`src/rtl/erase_status_poll_fsm.sv`:
```
// Erase status poller: after a block-erase confirm, waits for the selected
// target's ready/busy line, issues Read Status (70h) and re-reads the status
// byte until RDY is set, then reports pass, fail or timeout with a done pulse.
// The flash bus outputs are only meaningful while busy; the controller muxes
// them with the erase command FSM.
module erase_status_poll_fsm #(
  parameter int                TWB_CYCLES     = 4,
  parameter int                TWHR_CYCLES    = 4,
  parameter int                TREA_CYCLES    = 2,
  parameter int                CNT_W          = 16,
  parameter logic [CNT_W-1:0]  TIMEOUT_CYCLES = 16'hFFFF
) (
  input  logic       clk,
  input  logic       rst,
  input  logic       start,
  input  logic       ts,
  input  logic       rb,
  input  logic       rb2,
  input  logic [7:0] dq_in,
  output logic       ce,
  output logic       ce2,
  output logic       cle,
  output logic       ale,
  output logic       we_n,
  output logic       re_n,
  output logic       wp,
  output logic [7:0] dq_out,
  output logic       dq_oe,
  output logic       busy,
  output logic       done,
  output logic       fail,
  output logic       timeout,
  output logic [7:0] status
);

  // Phase counter width; the short tWB/tWHR/tREA waits all fit in 8 bits.
  localparam int PH_W = 8;
  localparam logic [PH_W-1:0]  TWB_LAST  = PH_W'(TWB_CYCLES - 1);
  localparam logic [PH_W-1:0]  TWHR_LAST = PH_W'(TWHR_CYCLES - 1);
  localparam logic [PH_W-1:0]  TREA_LAST = PH_W'(TREA_CYCLES - 1);
  localparam logic [CNT_W-1:0] TOUT_LAST = TIMEOUT_CYCLES - CNT_W'(1);

  localparam logic [7:0] CMD_READ_STATUS = 8'h70;

  typedef enum logic [3:0] {
    S_IDLE,
    S_WAIT_WB,
    S_WAIT_RB,
    S_CMD_SETUP,
    S_CMD_LATCH,
    S_WAIT_WHR,
    S_READ_LOW,
    S_READ_SAMPLE,
    S_EVAL,
    S_TOUT,
    S_DONE
  } state_e;

  state_e            state_q, state_d;
  logic [PH_W-1:0]   cnt_q, cnt_d;
  logic [CNT_W-1:0]  tcnt_q, tcnt_d;
  logic [CNT_W-1:0]  tcnt_inc;
  logic              tout_hit;
  logic              tsel_q, tsel_d;
  logic              rb_meta_q, rb_sync_q;
  logic [7:0]        status_q, status_d;
  logic              fail_q, fail_d;
  logic              timeout_q, timeout_d;

  logic              ce_q, ce_d;
  logic              ce2_q, ce2_d;
  logic              cle_q, cle_d;
  logic              we_n_q, we_n_d;
  logic              re_n_q, re_n_d;
  logic              wp_q, wp_d;
  logic [7:0]        dq_out_q, dq_out_d;
  logic              dq_oe_q, dq_oe_d;
  logic              busy_q, busy_d;
  logic              done_q, done_d;

  // The timeout fires on the cycle the counter steps onto TIMEOUT_CYCLES-1,
  // so the whole budget from WAIT_RB entry to done is TIMEOUT_CYCLES cycles.
  assign tcnt_inc = tcnt_q + CNT_W'(1);
  assign tout_hit = (tcnt_inc == TOUT_LAST);

  // Two-flop synchroniser on the ready/busy line of the latched target.
  always_ff @(posedge clk or negedge rst) begin
    if (!rst) begin
      rb_meta_q <= 1'b0;
      rb_sync_q <= 1'b0;
    end else begin
      rb_meta_q <= tsel_q ? rb2 : rb;
      rb_sync_q <= rb_meta_q;
    end
  end

  // State, counters and result registers.
  always_ff @(posedge clk or negedge rst) begin
    if (!rst) begin
      state_q   <= S_IDLE;
      cnt_q     <= '0;
      tcnt_q    <= '0;
      tsel_q    <= 1'b0;
      status_q  <= 8'h00;
      fail_q    <= 1'b0;
      timeout_q <= 1'b0;
    end else begin
      state_q   <= state_d;
      cnt_q     <= cnt_d;
      tcnt_q    <= tcnt_d;
      tsel_q    <= tsel_d;
      status_q  <= status_d;
      fail_q    <= fail_d;
      timeout_q <= timeout_d;
    end
  end

  // Next-state logic: sequencing, phase timing, timeout and result capture.
  always_comb begin
    state_d   = state_q;
    cnt_d     = cnt_q;
    tcnt_d    = tcnt_q;
    tsel_d    = tsel_q;
    status_d  = status_q;
    fail_d    = fail_q;
    timeout_d = timeout_q;

    unique case (state_q)
      S_IDLE: begin
        if (start) begin
          state_d   = S_WAIT_WB;
          tsel_d    = ts;
          status_d  = 8'h00;
          fail_d    = 1'b0;
          timeout_d = 1'b0;
          cnt_d     = '0;
        end
      end

      S_WAIT_WB: begin
        tcnt_d = '0;
        if (cnt_q == TWB_LAST) begin
          cnt_d   = '0;
          state_d = S_WAIT_RB;
        end else begin
          cnt_d = cnt_q + PH_W'(1);
        end
      end

      S_WAIT_RB: begin
        tcnt_d = tcnt_inc;
        if (tout_hit) begin
          state_d = S_TOUT;
        end else if (rb_sync_q) begin
          state_d = S_CMD_SETUP;
        end
      end

      S_CMD_SETUP: begin
        tcnt_d  = tcnt_inc;
        state_d = tout_hit ? S_TOUT : S_CMD_LATCH;
      end

      S_CMD_LATCH: begin
        tcnt_d  = tcnt_inc;
        cnt_d   = '0;
        state_d = tout_hit ? S_TOUT : S_WAIT_WHR;
      end

      S_WAIT_WHR: begin
        tcnt_d = tcnt_inc;
        if (tout_hit) begin
          cnt_d   = '0;
          state_d = S_TOUT;
        end else if (cnt_q == TWHR_LAST) begin
          cnt_d   = '0;
          state_d = S_READ_LOW;
        end else begin
          cnt_d = cnt_q + PH_W'(1);
        end
      end

      S_READ_LOW: begin
        tcnt_d = tcnt_inc;
        if (tout_hit) begin
          cnt_d   = '0;
          state_d = S_TOUT;
        end else if (cnt_q == TREA_LAST) begin
          cnt_d   = '0;
          state_d = S_READ_SAMPLE;
        end else begin
          cnt_d = cnt_q + PH_W'(1);
        end
      end

      S_READ_SAMPLE: begin
        tcnt_d   = tcnt_inc;
        status_d = dq_in;
        state_d  = tout_hit ? S_TOUT : S_EVAL;
      end

      S_EVAL: begin
        tcnt_d = tcnt_inc;
        if (status_q[6]) begin
          state_d   = S_DONE;
          fail_d    = status_q[0];
          timeout_d = 1'b0;
        end else if (tout_hit) begin
          state_d = S_TOUT;
        end else begin
          cnt_d   = '0;
          state_d = S_READ_LOW;
        end
      end

      S_TOUT: begin
        state_d   = S_DONE;
        fail_d    = 1'b1;
        timeout_d = 1'b1;
      end

      S_DONE: begin
        state_d = S_IDLE;
      end

      default: begin
        state_d = S_IDLE;
      end
    endcase
  end

  // Output decode from the next state so every bus pin comes straight off a flop.
  always_comb begin
    ce_d     = 1'b0;
    ce2_d    = 1'b0;
    cle_d    = 1'b0;
    we_n_d   = 1'b1;
    re_n_d   = 1'b1;
    wp_d     = 1'b1;
    dq_out_d = 8'h00;
    dq_oe_d  = 1'b0;
    busy_d   = 1'b1;
    done_d   = 1'b0;

    case (state_d)
      S_IDLE: begin
        wp_d   = 1'b0;
        busy_d = 1'b0;
      end
      S_DONE: begin
        busy_d = 1'b0;
        done_d = 1'b1;
      end
      default: begin
        ce_d  = ~tsel_d;
        ce2_d = tsel_d;
      end
    endcase

    case (state_d)
      S_CMD_SETUP: begin
        cle_d    = 1'b1;
        we_n_d   = 1'b0;
        dq_out_d = CMD_READ_STATUS;
        dq_oe_d  = 1'b1;
      end
      S_CMD_LATCH: begin
        cle_d    = 1'b1;
        dq_out_d = CMD_READ_STATUS;
        dq_oe_d  = 1'b1;
      end
      S_READ_LOW, S_READ_SAMPLE: begin
        re_n_d = 1'b0;
      end
      default: begin
      end
    endcase
  end

  // Output registers; reset releases every strobe immediately.
  always_ff @(posedge clk or negedge rst) begin
    if (!rst) begin
      ce_q     <= 1'b0;
      ce2_q    <= 1'b0;
      cle_q    <= 1'b0;
      we_n_q   <= 1'b1;
      re_n_q   <= 1'b1;
      wp_q     <= 1'b0;
      dq_out_q <= 8'h00;
      dq_oe_q  <= 1'b0;
      busy_q   <= 1'b0;
      done_q   <= 1'b0;
    end else begin
      ce_q     <= ce_d;
      ce2_q    <= ce2_d;
      cle_q    <= cle_d;
      we_n_q   <= we_n_d;
      re_n_q   <= re_n_d;
      wp_q     <= wp_d;
      dq_out_q <= dq_out_d;
      dq_oe_q  <= dq_oe_d;
      busy_q   <= busy_d;
      done_q   <= done_d;
    end
  end

  assign ce      = ce_q;
  assign ce2     = ce2_q;
  assign cle     = cle_q;
  assign ale     = 1'b0;
  assign we_n    = we_n_q;
  assign re_n    = re_n_q;
  assign wp      = wp_q;
  assign dq_out  = dq_out_q;
  assign dq_oe   = dq_oe_q;
  assign busy    = busy_q;
  assign done    = done_q;
  assign fail    = fail_q;
  assign timeout = timeout_q;
  assign status  = status_q;

endmodule

```
`config.mk`:
```
export PLATFORM = sky130hd
export DESIGN_NAME = erase_status_poll_fsm
export DESIGN_NICKNAME = d
export VERILOG_FILES = /design/src/rtl/erase_status_poll_fsm.sv
export SDC_FILE = /design/constraint.sdc
export NUM_CORES = 1
export LEC_CHECK = 0
export CORE_MARGIN = 2
export CORE_UTILIZATION = 55
export DETAILED_ROUTE_END_ITERATION = 12
export PLACE_DENSITY = 0.88
export SLEW_MARGIN = 10
export SYNTH_ARGS = -nofsm -noshare
export SYNTH_HDL_FRONTEND = slang
export SYNTH_SLANG_ARGS = --single-unit
```
`constraint.sdc`:
```
create_clock -name clk -period 2.9 [get_ports clk]
set_input_delay 0.87 -clock clk [delete_from_list [all_inputs] [get_ports clk]]
set_output_delay 0.87 -clock clk [all_outputs]
set_load 0.1 [all_outputs]
```
==> results of run 1 <==
## synth_stat cells (all sizes together) (2+ instances only)
| cell | instances |
|---|---|
| o2bb2ai | 3 |
| and3 | 4 |
| a211oi | 3 |
| and2 | 4 |
| nand3 | 18 |
| o31ai | 2 |
| nand4 | 6 |
| nand2b | 2 |
| nor4 | 4 |
| ha | 4 |
| a21oi | 13 |
| nor3 | 11 |
| o21ai | 45 |
| o221ai | 3 |
| buf | 18 |
| mux2 | 3 |
| nor2 | 21 |
| clkbuf | 10 |
| nand2 | 43 |
| a211o | 4 |
| o211ai | 2 |
| dfrtp | 47 |
| nor3b | 3 |
| inv | 9 |
| and4 | 2 |
| xnor2 | 5 |
| a31oi | 6 |
| o41ai | 3 |
| o21a | 5 |
| or4 | 2 |
| dfstp | 2 |
| a21o | 4 |
## sequential cells by signal (all words and copies together), names as in the netlist, 4 cells and up
signal	flops
tcnt_q	16
state_q	4
status	8
cnt_q	8
## what timing repair did
| action | in CTS | in global routing |
|---|---|---|
| setup endpoints to repair | 0 | 6 |
| endpoints found under the hold margin | 0 | 0 |
| gates resized for setup | 0 | 2 |
## worst max path at each step
stage | from | end | slack (ns)
finish | tcnt_q[0] | ce | 0.21
global placement | tcnt_q[0] | ce | 0.30
CTS | tcnt_q[0] | ce | 0.12
global route | tcnt_q[2] | cnt_q[6] | 0.08
floorplan | tcnt_q[0] | ce | 0.44
detailed placement | tcnt_q[0] | cnt_q[7] | 0.09
## where the power goes
part           total [W]  leakage (nW)  switching (W)  internal, W
Combinational  0.0000650         0.762      0.0000489    0.0000161
Sequential      0.000684         0.586    0.000000322     0.000684
Clock           0.000498        0.0585       0.000239     0.000259
Total            0.00125          1.41       0.000288     0.000959
## placed cells by master, fill, tap and decap left out, types with 5 or more instances in the layout
| cell type | n |
|---|---|
| a21oi_1 | 13 |
| a31oi_1 | 6 |
| buf_4 | 31 |
| clkbuf_8 | 5 |
| clkdlybuf4s50_1 | 12 |
| conb_1 | 6 |
| dfrtp_1 | 47 |
| inv_1 | 8 |
| nand2_1 | 42 |
| nand3_1 | 16 |
| nand4_1 | 6 |
| nor2_1 | 21 |
| nor3_1 | 11 |
| o21ai_0 | 42 |
| xnor2_1 | 5 |
## worst reg2reg max path: stages, from the launching register on
cell,delay [ns]
dfrtp_1,0.45
ha_2,0.28
o41ai_1,0.52
a2bb2oi_2,0.17
or4_1,0.70
o21a_4,0.30
a211oi_2,0.18
## metrics by stage
step / area (um2) / total power (W) / util (%) / hold slack [ns] / setup slack (ns)
final: 3320 / 0.00125 / 65.0 / 0.355 / 0.207
after global routing: 3320 / 0.00129 / 65.0 / 0.378 / 0.0832
after CTS: 3320 / 0.00125 / 64.9 / 0.357 / 0.115
after detailed placement: 3200 / 0.000764 / 62.7 / 0.335 / 0.0878
after global placement: 3200 / 0.000764 / 62.7 / 0.331 / 0.296
after floorplan: 2910 / 0.000739 / - / 0.331 / 0.438
## layer usage
layer  up-vias  GRT usage (%)  part of all wire, %
met5         -              0                    0
met4         0           7.27                  1.7
met3        15           5.33                  7.5
met2       127           36.1                   47
met1      1214           32.5                   44
li1       1232              -                    -
## cell families after synthesis
logic type / after synthesis / share of synthesized area (%)
flip-flops: 49 / 42.5
other: 1 / 0.130
AND/OR/NAND/NOR: 128 / 23.2
AO/OA/AOI/OAI: 100 / 23.0
buffers and inverters: 37 / 6.44
multiplexers: 4 / 1.51
XOR/XNOR: 5 / 1.51
adder cells (fa/ha/maj): 4 / 1.73
## final cells by class
class,count,area [um2]
flip-flops and latches,49,1230
clock buffers,5,68.8
well taps,70,87.6
repair buffers,44,358
multi-input cells,247,1500
inverters,9,33.8
clock inverters,3,43.8
fillers,400,1790
==> reports/results.txt, run 1 <==
Crit path arrival time = 2.92 ns
Hold Fails Final Rpt = 0
routed length per instance = 15.2 um
fin. max-slew vios = 0
PwrDens = 376 nW/um2
Netlist Area Pre-Place = 2890 um2
Pre-antenna DRT Iters = 6
Slew Limit Headroom = 39.3%
Synth async-reset ratio = 100%
Layout Cells excl Fill = 427
cells along the critical path = ha_2 -> o41ai_1 -> a2bb2oi_2 -> or4_1 -> o21a_4 -> a211oi_2
# IOs = 42
Max-Cap Viols = 0
Core Footprint = 5110 um2
largest net degree at the start of global routing = 50
measured slew at the worst slew-check pin = 0.903 ns
Reg2Reg Depth = 6
initial drt markers = 339
Area Overhead vs Synth = 14.8%
largest area contributor in the netlist = dfrtp_1
Total Routed Length = 6.49 mm
r2r endpoint = ce
setup_tns = 0 ns
cell count after placement = 419
WHS Endpoint = rb_sync_q
via count = 2588
CP Launch Type = flip-flop
Max VDD drop = 358 uV
Clock Tree Buf Depth = 2
root buffer cell = clkbuf_8
class of the worst hold path = reg -> reg
Clock Pin Slew Worst Setup and Hold Paths = 0.09 ns
die area = 5860 um2
clk sink count = 49
initial cell density of the core = 56.6%
CP peak stage delay = 0.70 ns
grt total ovfl = 0
post-synth top area share = 40.7%
WS Path Type = reg -> reg
HP Start = rb_meta_q
cells after synthesis = 328
final worst path period share = 92.9%
fraction of layout cells with a size suffix above 1 = 16.8%
initial antenna violation count = 0
CP bufs+invs = 0
final setup vio count = 0
CTS tree = yes
status = finished, final reports clean
hold buffers post-CTS = 0
PortBufs = 35
EDFF count, synth = 0
ANT nets after route = 0
sequential-to-total area share from yosys stat = 42.5%
FF+latch count, synth = 49
RSZ-0062 raised after global routing = no
worst r2r src = tcnt_q[0]
cell depth of the worst setup path = 6
nets = 374
Clock Skew = 0.00669 ns
Setup crit end kind = flip-flop
RePlAce Congestion = 0.934
critical path fanouts, max = 10
ranking of synthesized cells by area = dfrtp_1 (41%), o21ai_0 (7.4%), nand2_1 (5.4%), buf_4 (2.9%), nand3_1 (2.8%)
Top FF cell, synth = dfrtp_1
Tot GR Track Use = 23.3%
hpwl dp = 4.55 mm
row count = 26
H-tree levels = 2
R2R setup slack = 0.21 ns
antenna cells = 0
hold path depth = 0
Die X = 76.5 um
Critical Path RT = 3.12 ns
first-pass GRT wire length = 11.2 mm
Die Y = 76.5 um
Worst path slowest cell = or4_1
CTS Buf Count = 5
post-route minimum period = 2.69 ns
# DRC = 0
setup bufs post-CTS = 0
Synth cell types = 61
clk_lat worst skew = 0.31 ns
Synth Area per Inst = 8.82 um2
CP top delay family = compound AO/OA/AOI/OAI gates
average via count per standard cell = 6.06
vias in the first global route = 2404
Leakage = 1.41 nW
synth warn = 0
Fmax = 0.371 GHz
(Power assumes the default switching activity.)
==> run 2, diff against run 1 <==
Settings changed: CORE_ASPECT_RATIO set to 0.9.
==> reports/results.txt, run 2 (synthesis gave the netlist of run 1 again) <==
first-pass GRT wire length = 10.6 mm
Die Y = 72.8 um
final setup vio count = 0
hpwl dp = 4.54 mm
vias in the first global route = 2273
root buffer cell = clkbuf_8
Clock Tree Buf Depth = 2
H-tree levels = 2
Layout Cells excl Fill = 421
fraction of layout cells with a size suffix above 1 = 16.7%
Total Routed Length = 6.50 mm
register area = 1230 um2
most common cell after layout, fill and taps aside = dfrtp_1
final worst path period share = 94.7%
CTS tree = yes
fin. max-slew vios = 0
PwrDens = 371 nW/um2
Max-Cap Viols = 0
Clock Pin Slew Worst Setup and Hold Paths = 0.09 ns
max reg flops = 16
CP Launch Type = flip-flop
Area Overhead vs Synth = 14.1%
routed length per instance = 15.4 um
HP Start = rb_meta_q
RePlAce Congestion = 0.921
Top reg by flops = tcnt_q
CTS Buf Count = 5
die area = 5860 um2
initial antenna violation count = 0
status = finished, final reports clean
Hold Fails Final Rpt = 0
critical path startpoint = tcnt_q[1]
area of the multi-input gates = 1510 um2
Slew Limit Headroom = 40.7%
commonest cells after routing, fill and taps aside = dfrtp_1 (47), o21ai_0 (43), nand2_1 (42)
Crit path arrival time = 2.93 ns
average via count per standard cell = 6.14
initial drt markers = 384
cell count after placement = 414
Fill cells = 442
nets = 372
worst r2r src = tcnt_q[1]
ANT nets after route = 0
Fmax = 0.364 GHz
measured slew at the worst slew-check pin = 0.882 ns
Core Footprint = 5160 um2
Die X = 80.4 um
setup bufs post-CTS = 0
Critical Path RT = 3.08 ns
class of the worst hold path = reg -> reg
clk_lat worst skew = 0.31 ns
# DRC = 0
Leakage = 1.39 nW
antenna cells = 0
Setup crit end kind = flip-flop
via count = 2586
critical path fanouts, max = 10
grt total ovfl = 0
Pre-antenna DRT Iters = 5
WS Path Type = reg -> reg
# IOs = 42
Post-CTS Resized = 0
PortBufs = 35
hold buffers post-CTS = 0
Tot GR Track Use = 23.2%
Clock Skew = 0.00639 ns
Fin Hold WS = 0.364 ns
row count = 25
initial cell density of the core = 56.0%
post-route minimum period = 2.75 ns
Max VDD drop = 278 uV
largest net degree at the start of global routing = 29
clk sink count = 49
[run 2: area by class of cell]
cell class                      count  share of cell area [%]
Multi-Input combinational cell    247                    45.7
Sequential cell                    49                    37.2
Timing Repair Buffer               42                    10.4
Tap cell                           67                    2.54
Clock buffer                        5                    2.08
Clock inverter                      2                    1.06
Inverter                            9                    1.02
[run 2: per-stage QoR]
step | util (%) | setup slack (ns) | power [W] | instance area [um2] | setup TNS, ns
2_1_floorplan | - | 0.438 | 0.000739 | 2910 | 0
3_3_place_gp | 61.7 | 0.307 | 0.000765 | 3190 | 0
3_5_place_dp | 61.7 | 0.126 | 0.000765 | 3190 | 0
4_1_cts | 63.7 | 0.108 | 0.00123 | 3290 | 0
5_1_grt | 64.0 | -0.0599 | 0.00126 | 3300 | -0.177
6_report | 64.0 | 0.155 | 0.00122 | 3300 | 0
[run 2: path summary, 6_finish.rpt]
check | cells after the start | endpoint | slack [ns]
setup / recovery | 7 | ce2 | 0.15
hold / removal | 0 | rb_sync_q | 0.36
setup reg to reg | 7 | ce2 | 0.15
hold reg to reg | 0 | rb_sync_q | 0.36
max in group asynchronous | 2 | re_n | 1.92
min in group asynchronous | 1 | tcnt_q[6] | 0.37
[run 2: per-layer routing]
layer | part of all wire, % | vias up | track usage, % | routed length [um]
met5 | 0 | - | 0 | 0
met4 | 2.0 | 0 | 8.29 | 130
met3 | 6.4 | 15 | 4.21 | 414
met2 | 46 | 112 | 35.9 | 3010
met1 | 45 | 1232 | 32.9 | 2940
li1 | - | 1227 | - | -
[run 2: worst max-delay path, stage by stage (launching register included)]
cell and delay (ns):
dfrtp_1 0.45, ha_2 0.34, xnor2_1 0.10, nor4_1 0.39, nand3_1 0.27, or4_1 0.60
a21oi_1 0.34, a21oi_1 0.14
[run 2: power by group]
group	total [W]	internal [W]	switching [W]
clock network	0.000474	0.000251	0.000223
logic	0.0000664	0.0000170	0.0000494
registers	0.000684	0.000684	0.000000340
